$ cat src/rtl/sd_cmd_sequencer_pkg.sv
// rtl/sd_cmd_sequencer_pkg.sv - shared sizes, register map and FSM states for the SD command sequencer
package sd_cmd_sequencer_pkg;

  localparam int CMD_REG_SIZE = 14;
  localparam int INT_CMD_SIZE = 5;

  localparam logic [7:0] ADR_ARGUMENT = 8'h00;
  localparam logic [7:0] ADR_COMMAND  = 8'h04;
  localparam logic [7:0] ADR_RESP0    = 8'h08;
  localparam logic [7:0] ADR_CMD_ISR  = 8'h34;

  localparam int INT_CMD_CC   = 0;
  localparam int INT_CMD_EI   = 1;
  localparam int INT_CMD_CTE  = 2;
  localparam int INT_CMD_CCRC = 3;
  localparam int INT_CMD_CIE  = 4;

  typedef enum logic [3:0] {
    ST_IDLE,
    ST_CLR0,
    ST_WCMD,
    ST_WARG,
    ST_GAP,
    ST_POLL,
    ST_RESP,
    ST_CLR1,
    ST_DONE
  } seq_state_e;

endpackage

$ cat src/rtl/sd_wbm_xfer.sv
// rtl/sd_wbm_xfer.sv - single-transfer Wishbone master; one go launches one registered cycle
module sd_wbm_xfer (
  input  logic        clk,
  input  logic        rst_n,
  input  logic        go_i,
  input  logic        we_i,
  input  logic [7:0]  adr_i,
  input  logic [31:0] wdat_i,
  output logic        busy_o,
  output logic        done_o,
  output logic [31:0] rdata_o,
  output logic [7:0]  wbm_adr_o,
  output logic [31:0] wbm_dat_o,
  input  logic [31:0] wbm_dat_i,
  output logic [3:0]  wbm_sel_o,
  output logic        wbm_we_o,
  output logic        wbm_cyc_o,
  output logic        wbm_stb_o,
  input  logic        wbm_ack_i
);

  logic        cyc_q, cyc_d;
  logic        we_q, we_d;
  logic [7:0]  adr_q, adr_d;
  logic [31:0] dat_q, dat_d;
  logic        done_q, done_d;
  logic [31:0] rdata_q, rdata_d;

  always_ff @(posedge clk or negedge rst_n) begin
    if (!rst_n) begin
      cyc_q   <= 1'b0;
      we_q    <= 1'b0;
      adr_q   <= '0;
      dat_q   <= '0;
      done_q  <= 1'b0;
      rdata_q <= '0;
    end else begin
      cyc_q   <= cyc_d;
      we_q    <= we_d;
      adr_q   <= adr_d;
      dat_q   <= dat_d;
      done_q  <= done_d;
      rdata_q <= rdata_d;
    end
  end

  // A go is only taken with the bus idle, so the cycle after an ack is always cyc=0.
  always_comb begin
    cyc_d   = cyc_q;
    we_d    = we_q;
    adr_d   = adr_q;
    dat_d   = dat_q;
    done_d  = 1'b0;
    rdata_d = rdata_q;
    if (!cyc_q) begin
      if (go_i) begin
        cyc_d = 1'b1;
        we_d  = we_i;
        adr_d = adr_i;
        dat_d = wdat_i;
      end
    end else if (wbm_ack_i) begin
      cyc_d  = 1'b0;
      we_d   = 1'b0;
      adr_d  = '0;
      dat_d  = '0;
      done_d = 1'b1;
      if (!we_q) rdata_d = wbm_dat_i;
    end
  end

  assign busy_o    = cyc_q;
  assign done_o    = done_q;
  assign rdata_o   = rdata_q;
  assign wbm_adr_o = adr_q;
  assign wbm_dat_o = dat_q;
  assign wbm_sel_o = {4{cyc_q}};
  assign wbm_we_o  = we_q;
  assign wbm_cyc_o = cyc_q;
  assign wbm_stb_o = cyc_q;

endmodule

$ cat src/rtl/sd_cmd_sequencer.sv
// rtl/sd_cmd_sequencer.sv - drives one SD command through the controller register file and polls for completion
module sd_cmd_sequencer
  import sd_cmd_sequencer_pkg::*;
#(
  parameter int POLL_GAP  = 4,
  parameter int MAX_POLLS = 1024
) (
  input  logic                    wb_clk_i,
  input  logic                    wb_rst_n_i,
  input  logic                    req_valid_i,
  output logic                    req_ready_o,
  input  logic [CMD_REG_SIZE-1:0] req_cmd_i,
  input  logic [31:0]             req_arg_i,
  input  logic                    req_long_i,
  output logic [7:0]              wbm_adr_o,
  output logic [31:0]             wbm_dat_o,
  input  logic [31:0]             wbm_dat_i,
  output logic [3:0]              wbm_sel_o,
  output logic                    wbm_we_o,
  output logic                    wbm_cyc_o,
  output logic                    wbm_stb_o,
  input  logic                    wbm_ack_i,
  output logic                    busy_o,
  output logic                    done_o,
  output logic [INT_CMD_SIZE-1:0] isr_o,
  output logic                    seq_timeout_o,
  output logic [31:0]             resp0_o,
  output logic [31:0]             resp1_o,
  output logic [31:0]             resp2_o,
  output logic [31:0]             resp3_o
);

  localparam int PCW = $clog2(MAX_POLLS + 1);
  localparam int GW  = $clog2(POLL_GAP + 1);
  localparam logic [PCW-1:0] POLL_LIMIT = PCW'(MAX_POLLS);
  localparam logic [GW-1:0]  GAP_LAST   = GW'(POLL_GAP - 1);

  seq_state_e              state_q, state_d;
  logic [CMD_REG_SIZE-1:0] cmd_q, cmd_d;
  logic [31:0]             arg_q, arg_d;
  logic                    long_q, long_d;
  logic [PCW-1:0]          poll_cnt_q, poll_cnt_d;
  logic [GW-1:0]           gap_cnt_q, gap_cnt_d;
  logic [1:0]              idx_q, idx_d;
  logic [INT_CMD_SIZE-1:0] isr_q, isr_d;
  logic                    timeout_q, timeout_d;
  logic [31:0]             resp_q [4];
  logic [31:0]             resp_d [4];

  logic        go, go_we, x_busy, x_done;
  logic [7:0]  go_adr;
  logic [31:0] go_dat, x_rdata;

  always_ff @(posedge wb_clk_i or negedge wb_rst_n_i) begin
    if (!wb_rst_n_i) begin
      state_q    <= ST_IDLE;
      cmd_q      <= '0;
      arg_q      <= '0;
      long_q     <= 1'b0;
      poll_cnt_q <= '0;
      gap_cnt_q  <= '0;
      idx_q      <= '0;
      isr_q      <= '0;
      timeout_q  <= 1'b0;
      for (int i = 0; i < 4; i++) resp_q[i] <= '0;
    end else begin
      state_q    <= state_d;
      cmd_q      <= cmd_d;
      arg_q      <= arg_d;
      long_q     <= long_d;
      poll_cnt_q <= poll_cnt_d;
      gap_cnt_q  <= gap_cnt_d;
      idx_q      <= idx_d;
      isr_q      <= isr_d;
      timeout_q  <= timeout_d;
      for (int i = 0; i < 4; i++) resp_q[i] <= resp_d[i];
    end
  end

  // Each transition into a bus state launches its transfer in the same cycle the previous one completes.
  always_comb begin
    state_d    = state_q;
    cmd_d      = cmd_q;
    arg_d      = arg_q;
    long_d     = long_q;
    poll_cnt_d = poll_cnt_q;
    gap_cnt_d  = gap_cnt_q;
    idx_d      = idx_q;
    isr_d      = isr_q;
    timeout_d  = timeout_q;
    resp_d     = resp_q;
    go         = 1'b0;
    go_we      = 1'b0;
    go_adr     = ADR_CMD_ISR;
    go_dat     = '0;
    case (state_q)
      ST_IDLE: if (req_valid_i) begin
        cmd_d      = req_cmd_i;
        arg_d      = req_arg_i;
        long_d     = req_long_i;
        poll_cnt_d = '0;
        timeout_d  = 1'b0;
        state_d    = ST_CLR0;
        go         = 1'b1;
        go_we      = 1'b1;
      end
      ST_CLR0: if (x_done) begin
        state_d = ST_WCMD;
        go      = 1'b1;
        go_we   = 1'b1;
        go_adr  = ADR_COMMAND;
        go_dat  = 32'(cmd_q);
      end
      ST_WCMD: if (x_done) begin
        state_d = ST_WARG;
        go      = 1'b1;
        go_we   = 1'b1;
        go_adr  = ADR_ARGUMENT;
        go_dat  = arg_q;
      end
      ST_WARG: if (x_done) begin
        state_d   = ST_GAP;
        gap_cnt_d = '0;
      end
      ST_GAP: begin
        if (gap_cnt_q == GAP_LAST) begin
          state_d = ST_POLL;
          go      = 1'b1;
        end else begin
          gap_cnt_d = gap_cnt_q + 1'b1;
        end
      end
      ST_POLL: if (x_done) begin
        isr_d = x_rdata[INT_CMD_SIZE-1:0];
        if (x_rdata[INT_CMD_CC] || x_rdata[INT_CMD_EI]) begin
          state_d = ST_RESP;
          idx_d   = '0;
          go      = 1'b1;
          go_adr  = ADR_RESP0;
        end else begin
          poll_cnt_d = poll_cnt_q + 1'b1;
          if (poll_cnt_d == POLL_LIMIT) begin
            state_d   = ST_CLR1;
            timeout_d = 1'b1;
            go        = 1'b1;
            go_we     = 1'b1;
          end else begin
            state_d   = ST_GAP;
            gap_cnt_d = '0;
          end
        end
      end
      ST_RESP: if (x_done) begin
        resp_d[idx_q] = x_rdata;
        go            = 1'b1;
        if (long_q && idx_q != 2'd3) begin
          idx_d  = idx_q + 1'b1;
          go_adr = ADR_RESP0 + {4'd0, idx_d, 2'b00};
        end else begin
          state_d = ST_CLR1;
          go_we   = 1'b1;
        end
      end
      ST_CLR1: if (x_done) state_d = ST_DONE;
      ST_DONE: state_d = ST_IDLE;
      default: state_d = ST_IDLE;
    endcase
  end

  sd_wbm_xfer u_xfer (
    .clk       (wb_clk_i),
    .rst_n     (wb_rst_n_i),
    .go_i      (go & ~x_busy),
    .we_i      (go_we),
    .adr_i     (go_adr),
    .wdat_i    (go_dat),
    .busy_o    (x_busy),
    .done_o    (x_done),
    .rdata_o   (x_rdata),
    .wbm_adr_o (wbm_adr_o),
    .wbm_dat_o (wbm_dat_o),
    .wbm_dat_i (wbm_dat_i),
    .wbm_sel_o (wbm_sel_o),
    .wbm_we_o  (wbm_we_o),
    .wbm_cyc_o (wbm_cyc_o),
    .wbm_stb_o (wbm_stb_o),
    .wbm_ack_i (wbm_ack_i)
  );

  assign req_ready_o   = (state_q == ST_IDLE) && wb_rst_n_i;
  assign busy_o        = (state_q != ST_IDLE);
  assign done_o        = (state_q == ST_DONE);
  assign isr_o         = isr_q;
  assign seq_timeout_o = timeout_q;
  assign resp0_o       = resp_q[0];
  assign resp1_o       = resp_q[1];
  assign resp2_o       = resp_q[2];
  assign resp3_o       = resp_q[3];

endmodule

$ cat config.mk
export PLATFORM = sky130hd
export DESIGN_NAME = sd_cmd_sequencer
export DESIGN_NICKNAME = d
export VERILOG_FILES = /design/src/rtl/sd_cmd_sequencer_pkg.sv /design/src/rtl/sd_wbm_xfer.sv /design/src/rtl/sd_cmd_sequencer.sv
export SDC_FILE = /design/constraint.sdc
export NUM_CORES = 1
export LEC_CHECK = 0
export ABC_CLOCK_PERIOD_IN_PS = 3300
export CAP_MARGIN = 40
export CORE_ASPECT_RATIO = 0.9
export CORE_MARGIN = 5
export CORE_UTILIZATION = 50
export CTS_CLUSTER_SIZE = 28
export DETAILED_ROUTE_END_ITERATION = 16
export PLACE_DENSITY = 0.8
export SLEW_MARGIN = 20
export SYNTH_ARGS = -nofsm -noshare
export SYNTH_HDL_FRONTEND = slang
export SYNTH_SLANG_ARGS = --single-unit
$ cat constraint.sdc
create_clock -name wb_clk_i -period 3.3 [get_ports wb_clk_i]
set_input_delay 0.495 -clock wb_clk_i [delete_from_list [all_inputs] [get_ports wb_clk_i]]
set_output_delay 0.495 -clock wb_clk_i [all_outputs]
set_load 0.03 [all_outputs]
* Word-level counts from Yosys, hierarchy flattened *
Index checks and enable logic that the tools add are counted.

storage, ports and cells
  word-level logic and storage cells = 149
  input bits = 83
  flip-flop bits (word level) = 276
  output and inout port bits = 184

operators by class
  magnitude comparators = 2
  bitwise operators = 4
  equality and inequality tests = 27
  reductions and logical operators = 22
  $add $sub $neg = 4
  multiplexer cells = 71

operators by type and width
  operator               count
  $mux 32                5
  $bwmux 128             1
  $demux 32 s2           1
  $pmux 32 s2            1
  $mux 4                 9
  $mux 6                 6
  $mux 11                3
  $pmux 4 s8             1
  $mux 8                 3
  $pmux 6 s4             1
  $mux 1                 22
  $ne 2x2->1 const B     11
  $pmux 11 s2            1
  $eq 4x3->1 const B     4
  $mux 3                 5
  $mux 14                1
  $mux 2                 6
  $ne 2x1->1 const B     6
  $add 11x1->11 const B  1
  $eq 11x11->1 const B   1
  $reduce_and 5->1       2
  $pmux 3 s3             1
  $reduce_and 9->1       1
  $eq 4x2->1 const B     2
  other kinds (26)       35

* Depth between registers and ports, before layout *
Gate-level depths: netlist (run 1).

  depth in word-level cells = 9
  depth in mapped cells = 9
  mapped depth without buffers = 7

* Hierarchy *
Synthesis (run 1) repeated with hierarchy kept, for this count alone.

second synthesis, totals
  cell total of the unflattened synthesis = 854
  area total of the unflattened synthesis = 12,007.8 sq um

by module, submodules not included
  module            times used  area each (sq um)  cells an instance  seq. area each (sq um)
  sd_cmd_sequencer  1           8,673.3            636                5,029.8
  sd_wbm_xfer       1           3,334.4            218                1,876.8

* Worst setup path before layout (run 1) *
Ideal clock, no wire load.

  path type = register to register
  start = register poll_cnt_q[0]
  end = register u_xfer.dat_q[10] (netlist: u_xfer.wbm_dat_o[10])
  period minus slack after synthesis = 2.304 ns
  buffers on the path = 2
  required time = 3.175 ns
  arrival time = 2.178 ns
  cell stages (with the launch flop) = 10
  slack = 0.996 ns
  setup time = 0.125 ns
  cell sequence = dfrtp_1 -> ha_1 -> and3_2 -> buf_2 -> xnor2_1 -> a32oi_1 -> a2111o_1 -> a21boi_2 -> buf_6 -> o21ai_2

on the way
  word-level cells in the longest chain between the ends = 9

ends and longest elaborated chain
  what                                RTL line                 source
  start, declared                     sd_cmd_sequencer.sv:42   logic [PCW-1:0] poll_cnt_q, poll_cnt_d;
  start signal, assigned              sd_cmd_sequencer.sv:71   poll_cnt_q <= poll_cnt_d;
  $add 11x1->11                       sd_cmd_sequencer.sv:141  poll_cnt_d = poll_cnt_q + 1'b1;
  $eq 11x11->1                        sd_cmd_sequencer.sv:142  if (poll_cnt_d == POLL_LIMIT) begin
  $mux 1                              sd_cmd_sequencer.sv:142
  $mux 1                              sd_cmd_sequencer.sv:135  if (x_rdata[INT_CMD_CC] || x_rdata[INT_CMD_EI]) begin
  $mux 1                              sd_cmd_sequencer.sv:133  ST_POLL: if (x_done) begin
  $pmux 1 s4                          sd_cmd_sequencer.sv:96   case (state_q)
  $and 1x1->1                         sd_cmd_sequencer.sv:173  .go_i (go & ~x_busy),
  $reduce_bool 2->1 (no source line)  n/a
  $reduce_and 2->1 (no source line)   n/a
  end signal, assigned                sd_wbm_xfer.sv:41        dat_q <= dat_d;
  end, declared                       sd_wbm_xfer.sv:25        logic [31:0] dat_q, dat_d;

No other way between the ends.
A chain may end at the register's enable or synchronous reset.

* Worst setup path after layout (run 1) *
  start = register state_q[0]
  end = output done_o

on the way
  word-level cells in the longest chain between the ends = 1

ends and longest elaborated chain
  what                    RTL line                 source
  start, declared         sd_cmd_sequencer.sv:38   seq_state_e state_q, state_d;
  start signal, assigned  sd_cmd_sequencer.sv:67   state_q <= state_d;
  $eq 4x4->1              sd_cmd_sequencer.sv:192  assign done_o = (state_q == ST_DONE);
  end, declared           sd_cmd_sequencer.sv:24   output logic done_o,

No other way between the ends.

==> key figures, run 1 <==
Critical path
  • CP Class: register to output pin
  • R2r endpoint: u_xfer.wbm_dat_o[17]
  • FF-to-FF setup slack: 0.51 ns
  • R2R depth: 7
  • Crit path DAT: 2.37 ns
  • CP required: ~2.8 ns
  • Nature of the critical path startpoint: register
  • RR Startpoint: poll_cnt_q[3]
  • Critical Path Sink Type: output pin
  • Max FO, Critical Path: 19

Drt
  • Residual DRC: 0
  • Iter 0 DRT Violations: 459
  • Via count: ~7500
  • Final ANT Viol Nets: 0
  • Routed WL: ~28 mm
  • WL/cell: 20.1 um
  • DR vias/cell: ~5.5
  • Router iterations before antenna repair: 5

GRT
  • Vias in the first global route: between 7000 and 8000
  • Initial antenna violation count: 1
  • GRT met1 Usage: slightly below 30%
  • First-pass GRT wire length: approximately 44 mm
  • Global routing's busiest layer: met2
  • GR Layer Usage met2: about a third
  • All-Layer GR Usage: roughly a fifth
  • Pin count of the biggest net entering global routing: roughly 190
  • GR Util met3: just under 6%
  • GRT overflow: 0

Cells and area
  • Design area: 15000 sq um
  • Layout Nets: roughly 1200
  • Utilization after layout: approximately 70%
  • Share of cells above drive strength 1: 27.6%
  • Fillcell total: about 1500
  • Area delta synth->final: 34.6%

STA
  • Worst slew pin tran: 0.698 ns
  • Fin crit share: ~87%
  • Final critical-path required period: ~2.9 ns
  • Fmax: 348 MHz
  • RSZ-0062 raised after global routing: false
  • Setup Viol. Count Final: 0
  • WHS: around 0.44 ns
  • Post-Route Setup TNS: 0 ns
  • Final Hold Vio Count: 0
  • Max-slew violation count: 0
  • Relative slew margins: between 50% and 60%
  • Clock skew: roughly 0.013 ns

Synth
  • Primary FF master, synth: dfrtp_1
  • Cell with the most instances after synthesis: dfrtp_1
  • Area of the mapped netlist: around 11000 sq um
  • Top cells by area, synth: dfrtp_1, mux2_2, o21ai_0
  • Asr flop ratio synth: 100%
  • Syn avg cell area: 13.9 sq um
  • Distinct cell type count after synthesis: 61
  • EDFF count, synth: 0
  • Top post-synthesis cells by count: dfrtp_1, mux2_2, nand2_1, o21ai_0, nor2_1
  • Syn. warnings: 0
  • Synth top area share: around three fifths
  • Cells after Synth: between 800 and 900
  • Most area-hungry cell type in the Yosys netlist: dfrtp_1
  • Post-synthesis sequential area ratio: about 60%
  • Post-synthesis sequential element count: roughly 270

Min path
  • Hold WC Path Type: input pin to async pin

Clock network
  • Cts hold-fix bufs: 1
  • CTS tree: built
  • Htree depth: 1
  • Latest clock arrival within the worst-skew pair: approximately 0.53 ns
  • Clk slew on worst S/H paths: ~0.06 ns
  • CTS buffer count: 28
  • Clk buf depth: 3
  • Clock sinks: roughly 270
  • CTS root buffer: clkbuf_16
  • Post_cts resized: 0
  • Post-CTS setup buffer count: 0

Floorplanning
  • Row count: just over 50
  • Initial core utilization: ~51%
  • Die width: ~170 um
  • Die height: approximately 150 um
  • Top Ports: 267
  • Core ar.: between 20000 and 25000 sq um
  • Die area: approximately 25000 sq um

Outcome
  • Status: finished clean

Place
  • DP Wirelength: about 19 mm
  • Area after DPL: between 10000 and 15000 sq um
  • PortBufs: ~260
  • Placer Congestion: 0.910

Power and ir drop
  • Power Density: roughly 700 nW/um^2
  • VDD IR max: approximately 460 uV
  • Pleak: ~7.0 nW

Flow run
  • Max_cap viols: 0
==> metal layers <==
layer | up-vias | part of all wire (%)
li1 | 3410 | -
met1 | 3791 | 43
met2 | 256 | 47
met3 | 38 | 8.3
met4 | 0 | 2.2
met5 | - | 0
==> critical path, stage by stage, from the launching register on <==
cell	delay [ns]
dfrtp_1	0.39
buf_4	0.21
nor2_1	0.34
and3_1	0.23
clkdlybuf4s50_1	0.68
==> cell families (layout without fill, tap and decap cells) <==
family,count (synthesis),in the layout,synth area share (%)
AO/OA/AOI/OAI,123,123,8.07
adder cells (fa/ha/maj),8,8,0.898
XOR/XNOR,3,3,0.236
flip-flops,272,272,61.1
buffers and inverters,66,341,2.96
multiplexers,217,217,21.9
AND/OR/NAND/NOR,112,112,4.80
other,1,6,0.0336
==> area by class of cell <==
cell class	instances	area, sq um	share of cell area [%]
Clock inverter	6	80.1	0.534
Antenna cell	2	5.00	0.0333
Timing Repair Buffer	282	2830	18.9
Inverter	10	37.5	0.250
Sequential cell	272	6810	45.4
Clock buffer	43	848	5.65
Multi-Input combinational cell	467	4030	26.9
Tap cell	291	364	2.43
==> state kept, by name, indices dropped and copies added, names as in the netlist <==
name              cells
arg_q                32
cmd_q                14
gap_cnt_q             3
idx_q                 2
isr_o                 5
long_q                1
poll_cnt_q           11
resp0_o              32
resp1_o              32
resp2_o              32
resp3_o              32
seq_timeout_o         1
state_q               4
u_xfer.busy_o         1
u_xfer.done_o         1
u_xfer.rdata_o       32
u_xfer.wbm_adr_o      4
u_xfer.wbm_dat_o     32
u_xfer.wbm_we_o       1
==> cells in the final DEF, fill, tap and decap left out, types with 8 or more instances in the layout <==
cell             synthesis  routed
a22oi_1                 15      15
a32o_1                  18      18
buf_4                   10      15
clkbuf_16                0      29
clkdlybuf4s50_1          0     261
dfrtp_1                272     272
ha_1                     8       8
inv_1                   10      10
mux2_2                 213     213
nand2_1                 49      47
nand3_1                  9       8
nor2_1                  19      18
nor3_1                   8       8
o21ai_0                 38      38
o21ai_2                 10      10
==> worst max-delay path by stage <==
stage,from,to,slack (ns),cells after the start
after floorplan,poll_cnt_q[0],u_xfer.wbm_dat_o[10],1.0,9
after global placement,req_valid_i,u_xfer.busy_o,0.45,6
after detailed placement,poll_cnt_q[3],u_xfer.wbm_dat_o[25],0.57,7
after CTS,state_q[0],done_o,0.43,4
after global routing,poll_cnt_q[3],u_xfer.wbm_dat_o[17],0.30,7
final,state_q[0],done_o,0.43,4
==> stage by stage <==
step                      power (mW)  worst slack, ns  instances
after global routing            11.3            0.297       1372
after global placement          7.53            0.450       1318
final                           10.7            0.430       1373
after CTS                       10.8            0.428       1370
after detailed placement        7.66            0.565       1320
after floorplan                 6.49            0.996        805
==> power breakdown <==
part,internal (mW),switching (mW),total (mW)
Clock,1.91,1.23,3.14
Combinational,1.34,1.50,2.84
Sequential,4.11,0.660,4.77
Note: power is estimated with default switching activity, not from simulation.
==> inputs of run 2 (changes only) <==
Settings changed: ABC_AREA from default to 1, ABC_CLOCK_PERIOD_IN_PS 3300 to 3700, PLACE_DENSITY 0.8 to 0.81.
Clock period 3.3 ns to 3.7 ns, I/O delays scaled along.
==> run 2 against run 1 <==
Compared with the run above:
- combinational power rose by 27%
- cell count rose by 20%
- flip-flop and latch count did not move
- synthesized cell count rose by 35%
- via count rose by 15%
- register-to-register slack improved by 0.54 ns
- worst setup slack improved by 0.39 ns
- global-route usage rose by 1.3 points
- critical endpoint is now req_ready_o
- largest cell class unchanged
- largest power group unchanged
- highest routed layer unchanged
==> key figures, run 2 <==
Synth
  • Synth top area share: 62.9% (+1.9 points)
  • Asr flop ratio synth: 100% (unchanged)
  • Most area-hungry cell type in the Yosys netlist: dfrtp_1
  • Syn. warnings: 0 (unchanged)
  • Cell with the most instances after synthesis: nand2_1
  • Distinct cell type count after synthesis: 34 (-44%)
  • Cells after Synth: 1084 (+35%)
  • Primary FF master, synth: dfrtp_1
  • Top cells by area, synth: dfrtp_1, nand2_1, o21ai_0
  • Top post-synthesis cells by count: nand2_1, dfrtp_1, o21ai_0, inv_1, nor2_1
  • EDFF count, synth: 0 (unchanged)
  • Post-synthesis sequential element count: 272 (unchanged)
  • Syn avg cell area: 9.97 sq um (-28%)
  • Post-synthesis sequential area ratio: 62.9% (+1.9 points)
  • Area of the mapped netlist: 10800 sq um (-3.0%)

Cells and area
  • Fillcell total: 1645 (+6.8%)
  • Layout Nets: 1423 (+24%)
  • Share of cells above drive strength 1: 9.25% (-18 points)
  • Utilization after layout: 68.4% (-0.41 points)
  • Most common cell after layout, fill and taps aside: dfrtp_1
  • Area delta synth->final: 35.5%
  • Commonest cells after routing, fill and taps aside: dfrtp_1, nand2_1, clkdlybuf4s50_1

Critical path
  • Most numerous cell on the critical path: nor2_1
  • Crit path cell chain: nor2_1, inv_1, nor2_1, inv_1, nor2_1, clkdlybuf4s50_1
  • Crit path DAT: 2.33 ns (-0.04 ns)
  • Critical Path Sink Type: output pin
  • CP startpoint: state_q[3]
  • Crit path max-delay cell type: clkdlybuf4s50_1
  • Max FO, Critical Path: 4 (-15)
  • RR Startpoint: poll_cnt_q[0]
  • CP required: 3.14 ns (+0.34 ns)
  • CP Class: register to output pin
  • Slowest stage delay, CP: 0.67 ns (about the same)
  • Nature of the critical path startpoint: register

STA
  • Clock skew: 0.00963 ns (-0.00373 ns)
  • Setup Viol. Count Final: 0 (unchanged)
  • Max-slew violation count: 0 (unchanged)
  • Final critical-path required period: 2.88 ns
  • Worst slew pin tran: 0.885 ns (+0.187 ns)
  • RSZ-0062 raised after global routing: false
  • Post-Route Setup TNS: 0 ns (unchanged)
  • Final Hold Vio Count: 0 (unchanged)
  • Fin crit share: approximately 78%
  • Relative slew margins: 41.0% (-12 points)
  • Fmax: 347 MHz

Clock network
  • Htree depth: 1 (unchanged)
  • Clk buf depth: 3 (unchanged)
  • Clk slew on worst S/H paths: 0.06 ns (about the same)
  • Latest clock arrival within the worst-skew pair: 0.53 ns (about the same)
  • CTS root buffer: clkbuf_16
  • Post_cts resized: 0 (unchanged)
  • CTS buffer count: 28 (unchanged)
  • CTS tree: built
  • Clock sinks: 272 (unchanged)

Min path
  • Hold WC Path Type: register to register
  • Hold_sp: arg_q[15]

Place
  • Placer Congestion: 0.913 (+0.33%)
  • PortBufs: 262 (unchanged)
  • DP Wirelength: 19.8 mm (+6.9%)

GRT
  • Initial antenna violation count: 0 (-1)
  • First-pass GRT wire length: 45.1 mm (+3.4%)
  • Vias in the first global route: 8571 (+12%)
  • GRT overflow: 0 (unchanged)
  • Pin count of the biggest net entering global routing: 163 (-15%)
  • All-Layer GR Usage: 22.6% (+1.3 points)

Drt
  • Routed WL: 28.4 mm (+3.3%)
  • WL/cell: 17.3 um (-14%)
  • Residual DRC: 0 (unchanged)
  • Iter 0 DRT Violations: 682 (+49%)
  • Via count: 8604 (+15%)
  • DR vias/cell: 5.23 (-4.1%)
  • Router iterations before antenna repair: 5 (unchanged)
  • Final ANT Viol Nets: 0 (unchanged)

Power and ir drop
  • Pleak: 6.81 nW (-2.6%)
  • VDD IR max: 559 uV (+20%)
  • Power Density: 730 nW/um^2 (+1.9%)

Floorplanning
  • Row count: 51 (unchanged)
  • Die area: 24700 sq um (-2.8%)
  • Top Ports: 267 (unchanged)
  • Die width: 165 um (-1.4%)
  • Initial core utilization: 50.4% (-0.64 points)
  • Core ar.: 21400 sq um (-1.8%)
  • Die height: 150 um (-1.4%)

Flow run
  • Max_cap viols: 0 (unchanged)

Outcome
  • Status: finished clean
## run 2: final timing paths
kind / slack, ns / depth (start not counted) / to
max: 0.82 / 6 / req_ready_o
min in group asynchronous: 0.50 / 2 / resp2_o[10]
min: 0.47 / 2 / u_xfer.wbm_dat_o[15]
max in group asynchronous: 2.03 / 3 / resp0_o[20]
max reg2reg: 1.05 / 14 / u_xfer.wbm_dat_o[3]
min reg2reg: 0.47 / 2 / u_xfer.wbm_dat_o[15]
## run 2: logic make-up after synthesis
logic type / after synthesis / share of synthesized area, %
muxes: 45 / 4.69
buffers and inverters: 132 / 5.08
DFF: 272 / 62.9
xor gates and xnor gates: 2 / 0.162
other: 1 / 0.0347
AOI/OAI and AO/OA: 216 / 10.7
and+or+nand+nor: 408 / 15.5
adders and majority gates: 8 / 0.926
## run 2: worst max-delay path: cells and delay by family (launching register included)
kind	cells	cell delay [ns]
DFF	1	0.40
and+or+nand+nor	3	0.53
buffers and inverters	3	0.86
## run 2: repair_timing
item | in CTS | in global routing
hold buffers | 1 | 0
setup buffers | 0 | 0
endpoints found under the setup margin | 0 | 0
hold endpoints to repair | 33 | 0
## run 2: cell type report
cell class / count / area [sq um] / area share (%)
Sequential cell: 272 / 6810 / 46.4
Tap cell: 291 / 364 / 2.48
Timing Repair Buffer: 274 / 2780 / 19.0
Inverter: 73 / 279 / 1.90
Clock inverter: 12 / 151 / 1.03
Clock buffer: 38 / 790 / 5.39
Multi-Input combinational cell: 683 / 3490 / 23.8
Antenna cell: 1 / 2.50 / 0.0171
## run 2: layer usage
| layer | GRT usage, % | up-vias | wire length, um |
|---|---|---|---|
| met5 | 0 | - | 0 |
| met4 | 5.61 | 0 | 678 |
| met3 | 7.60 | 54 | 3030 |
| met2 | 36.3 | 348 | 13100 |
| met1 | 29.8 | 4165 | 11600 |
| li1 | - | 4037 | - |
## run 2: where the power goes
group          internal [mW]  switching [mW]  total (mW)  leakage (nW)
combinational           1.39            2.20        3.60          2.81
clock                   1.71            1.14        2.84         0.457
sequential              3.79           0.461        4.25          3.54
## run 2: metrics by stage
step / cell area [sq um] / hold WS (ns) / std cells / setup WS (ns) / total power [mW]
finish: 14700 / 0.467 / 1644 / 0.816 / 10.7
global route: 14700 / 0.490 / 1643 / 0.651 / 11.3
CTS: 14700 / 0.472 / 1643 / 0.808 / 10.8
detailed placement: 13700 / 0.448 / 1592 / 1.09 / 7.89
global placement: 13600 / 0.446 / 1589 / 1.19 / 7.76
floorplan: 10800 / 0.259 / 1087 / 1.77 / 6.43
==> inputs of run 3 (changes only) <==
Settings changed: ABC_CLOCK_PERIOD_IN_PS 3700 to 2310, CORE_UTILIZATION 50 to 45, PLACE_DENSITY 0.81 to 0.77.
Clock period 3.7 ns to 2.31 ns, I/O delays scaled along.
==> run 3 against run 2 <==
Compared with the run above:
- global-route usage down 2.1 points
- non-clock buffer count up 11
- highest routed layer unchanged
- via count unchanged
- critical path type unchanged
- clock skew up 0.00096 ns
- critical path depth down 5
- register-to-register slack worse by 0.88 ns
- sequential share of layout area down 0.53 points
- clock power up 62%
- power up 62%
- wire length up 0.43%
- flip-flop and latch count unchanged
- clock-buffer cell count unchanged
==> key figures, run 3 (synthesis gave the netlist of run 2 again) <==
Drt
  • WL/cell: 17.2 um (-0.78%)
  • Final ANT Viol Nets: 0 (unchanged)
  • Iter 0 DRT Violations: 738 (+8.2%)
  • DR vias/cell: 5.17 (-1.2%)
  • Residual DRC: 0 (unchanged)
  • Router iterations before antenna repair: 6 (+1)
  • Routed WL: 28.6 mm (+0.43%)
  • Via count: 8604 (unchanged)

STA
  • Fin worst setup slack: 0.116 ns (-0.700 ns)
  • Final critical-path required period: about 2.2 ns
  • WHS: 0.391 ns (-0.0756 ns)
  • Max-slew violation count: 0 (unchanged)
  • Fmax: between 400 and 500 MHz
  • Relative slew margins: 50.0% (+9.0 points)
  • Fin crit share: a little over nine tenths
  • Setup Viol. Count Final: 0 (unchanged)
  • Final Hold Vio Count: 0 (unchanged)
  • Clock skew: 0.0106 ns (+0.000960 ns)
  • Worst slew pin tran: 0.750 ns (-0.135 ns)

Critical path
  • Worst path bufs/invs: 1 (-2)
  • CP Class: register to output pin
  • CP startpoint: u_xfer.busy_o
  • Delay-heaviest family, CP: buffers and inverters
  • Critical Path Sink Type: output pin
  • Max FO, Critical Path: 11 (+7)
  • Crit path max-delay cell type: clkdlybuf4s50_1
  • RR Startpoint: poll_cnt_q[1]
  • R2R depth: 15 (+1)
  • Slowest stage delay, CP: 0.75 ns (+0.08 ns)
  • CP required: 1.96 ns (-1.18 ns)
  • Nature of the critical path startpoint: register
  • R2r endpoint: u_xfer.wbm_dat_o[1]
  • FF-to-FF setup slack: 0.17 ns (-0.88 ns)
  • Crit path cell chain: clkdlybuf4s50_1
  • Crit path DAT: 1.85 ns (-0.48 ns)

GRT
  • GRT overflow: 0 (unchanged)
  • Pin count of the biggest net entering global routing: 192 (+18%)
  • Initial antenna violation count: 0 (unchanged)
  • Vias in the first global route: 8613 (+0.49%)
  • First-pass GRT wire length: 46.2 mm (+2.4%)
  • All-Layer GR Usage: 20.5% (-2.1 points)

Clock network
  • Latest clock arrival within the worst-skew pair: 0.53 ns (about the same)
  • Clock sinks: 272 (unchanged)
  • CTS tree: built
  • CTS buffer count: 28 (unchanged)
  • Clk slew on worst S/H paths: 0.06 ns (about the same)
  • CTS root buffer: clkbuf_16
  • Htree depth: 1 (unchanged)
  • Clk buf depth: 3 (unchanged)

Place
  • Placer Congestion: 0.872 (-4.4%)
  • Post-place setup slack: 0.0544 ns (-1.03 ns)
  • Placed Instances: 1610 (+1.1%)
  • PortBufs: 262 (unchanged)
  • DP Wirelength: 19.3 mm (-2.6%)

Cells and area
  • Non-filler instance count after layout: 1664 (+1.2%)
  • Commonest cells after routing, fill and taps aside: dfrtp_1, nand2_1, clkdlybuf4s50_1
  • Area delta synth->final: 37.1%
  • Fillcell total: 1881 (+14%)
  • Most common cell after layout, fill and taps aside: dfrtp_1
  • Antenna Cells: 0 (-1)
  • Share of cells above drive strength 1: 10.1% (+0.89 points)
  • Layout Nets: 1434 (+0.77%)

Min path
  • Hold WC Path Type: input pin to register
  • Hold depth: 3 (+1)
  • Hold worst-path end: u_xfer.rdata_o[29]
  • Hold_sp: wbm_dat_i[29]

Power and ir drop
  • Power Internal: 11.2 mW (+63%)
  • Power Density: 1170 nW/um^2 (+60%)
  • Clk pwr share: 26.7% (about the same)
  • Sequential power share: 39.3% (-0.5 points)
  • Switching power: 6.09 mW (+60%)
  • VDD IR max: 761 uV (+36%)
  • Switching share of power: 35.2% (-0.35 points)
  • Combinational power share: 34.0% (+0.4 points)
  • Pleak: 6.92 nW (+1.6%)

Floorplanning
  • Die area: 27200 sq um (+10%)
  • Core ar.: 23500 sq um (+9.8%)
  • Die width: 173 um (+5.1%)
  • Initial core utilization: 45.9% (-4.5 points)
  • Top Ports: 267 (unchanged)
  • Die height: 157 um (+5.0%)
  • Row count: 53 (+3.9%)

Outcome
  • Status: finished clean

Flow run
  • Max_cap viols: 0 (unchanged)
[run 3: tightest hold or removal path: stages]
cell and delay [ns]:
clkdlybuf4s50_1 0.40, nor2_1 0.10, a21oi_1 0.04
[run 3: how the worst max path moves through the flow]
stage,endpoint,slack (ns),cells after the start
floorplan,u_xfer.wbm_dat_o[10],0.38,15
global placement,u_xfer.wbm_adr_o[4],0.16,15
detailed placement,u_xfer.wbm_dat_o[16],0.05,15
CTS,busy_o,0.02,5
global route,u_xfer.wbm_dat_o[12],-0.007,15
finish,wbm_stb_o,0.12,1
[run 3: cell type report]
cell class	count	area, sq um	share of cell area [%]
Sequential cell	272	6810	45.9
Multi-Input combinational cell	683	3510	23.7
Timing Repair Buffer	285	2910	19.6
Clock buffer	38	779	5.26
Tap cell	302	378	2.55
Inverter	73	279	1.88
Clock inverter	11	163	1.10
[run 3: metrics by stage]
step           total power, mW  setup TNS, ns  utilization [%]  area [sq um]
2_1_floorplan             10.3              0                -         10800
3_3_place_gp              12.6              0             58.6         13800
3_5_place_dp              12.7              0             58.6         13800
4_1_cts                   17.4              0             62.6         14700
5_1_grt                   18.3        -0.0231             63.0         14800
6_report                  17.3              0             63.0         14800
[run 3: layer usage]
| metal | track usage [%] | part of all wire (%) |
|---|---|---|
| met1 | 27.3 | 42 |
| met4 | 4.60 | 2.4 |
| met2 | 33.4 | 45 |
| met3 | 6.63 | 11 |
| met5 | 0 | 0 |
[run 3: power by group through the flow]
stage | logic (mW) | registers [mW] | clock network, mW
4_1_cts | 5.90 | 6.80 | 4.72
3_5_place_dp | 5.88 | 6.86 | 0
6_report | 5.88 | 6.80 | 4.61
5_1_grt | 6.42 | 6.96 | 4.91
2_1_floorplan | 2.50 | 7.80 | 0
3_3_place_gp | 5.76 | 6.82 | 0
[run 3: what timing repair did]
action,CTS,global route
endpoints found under the hold margin,81,0
pin swaps,0,2
resized for setup,2,9
buffers inserted,0,3
setup endpoints to repair,2,43
hold buffers,1,0
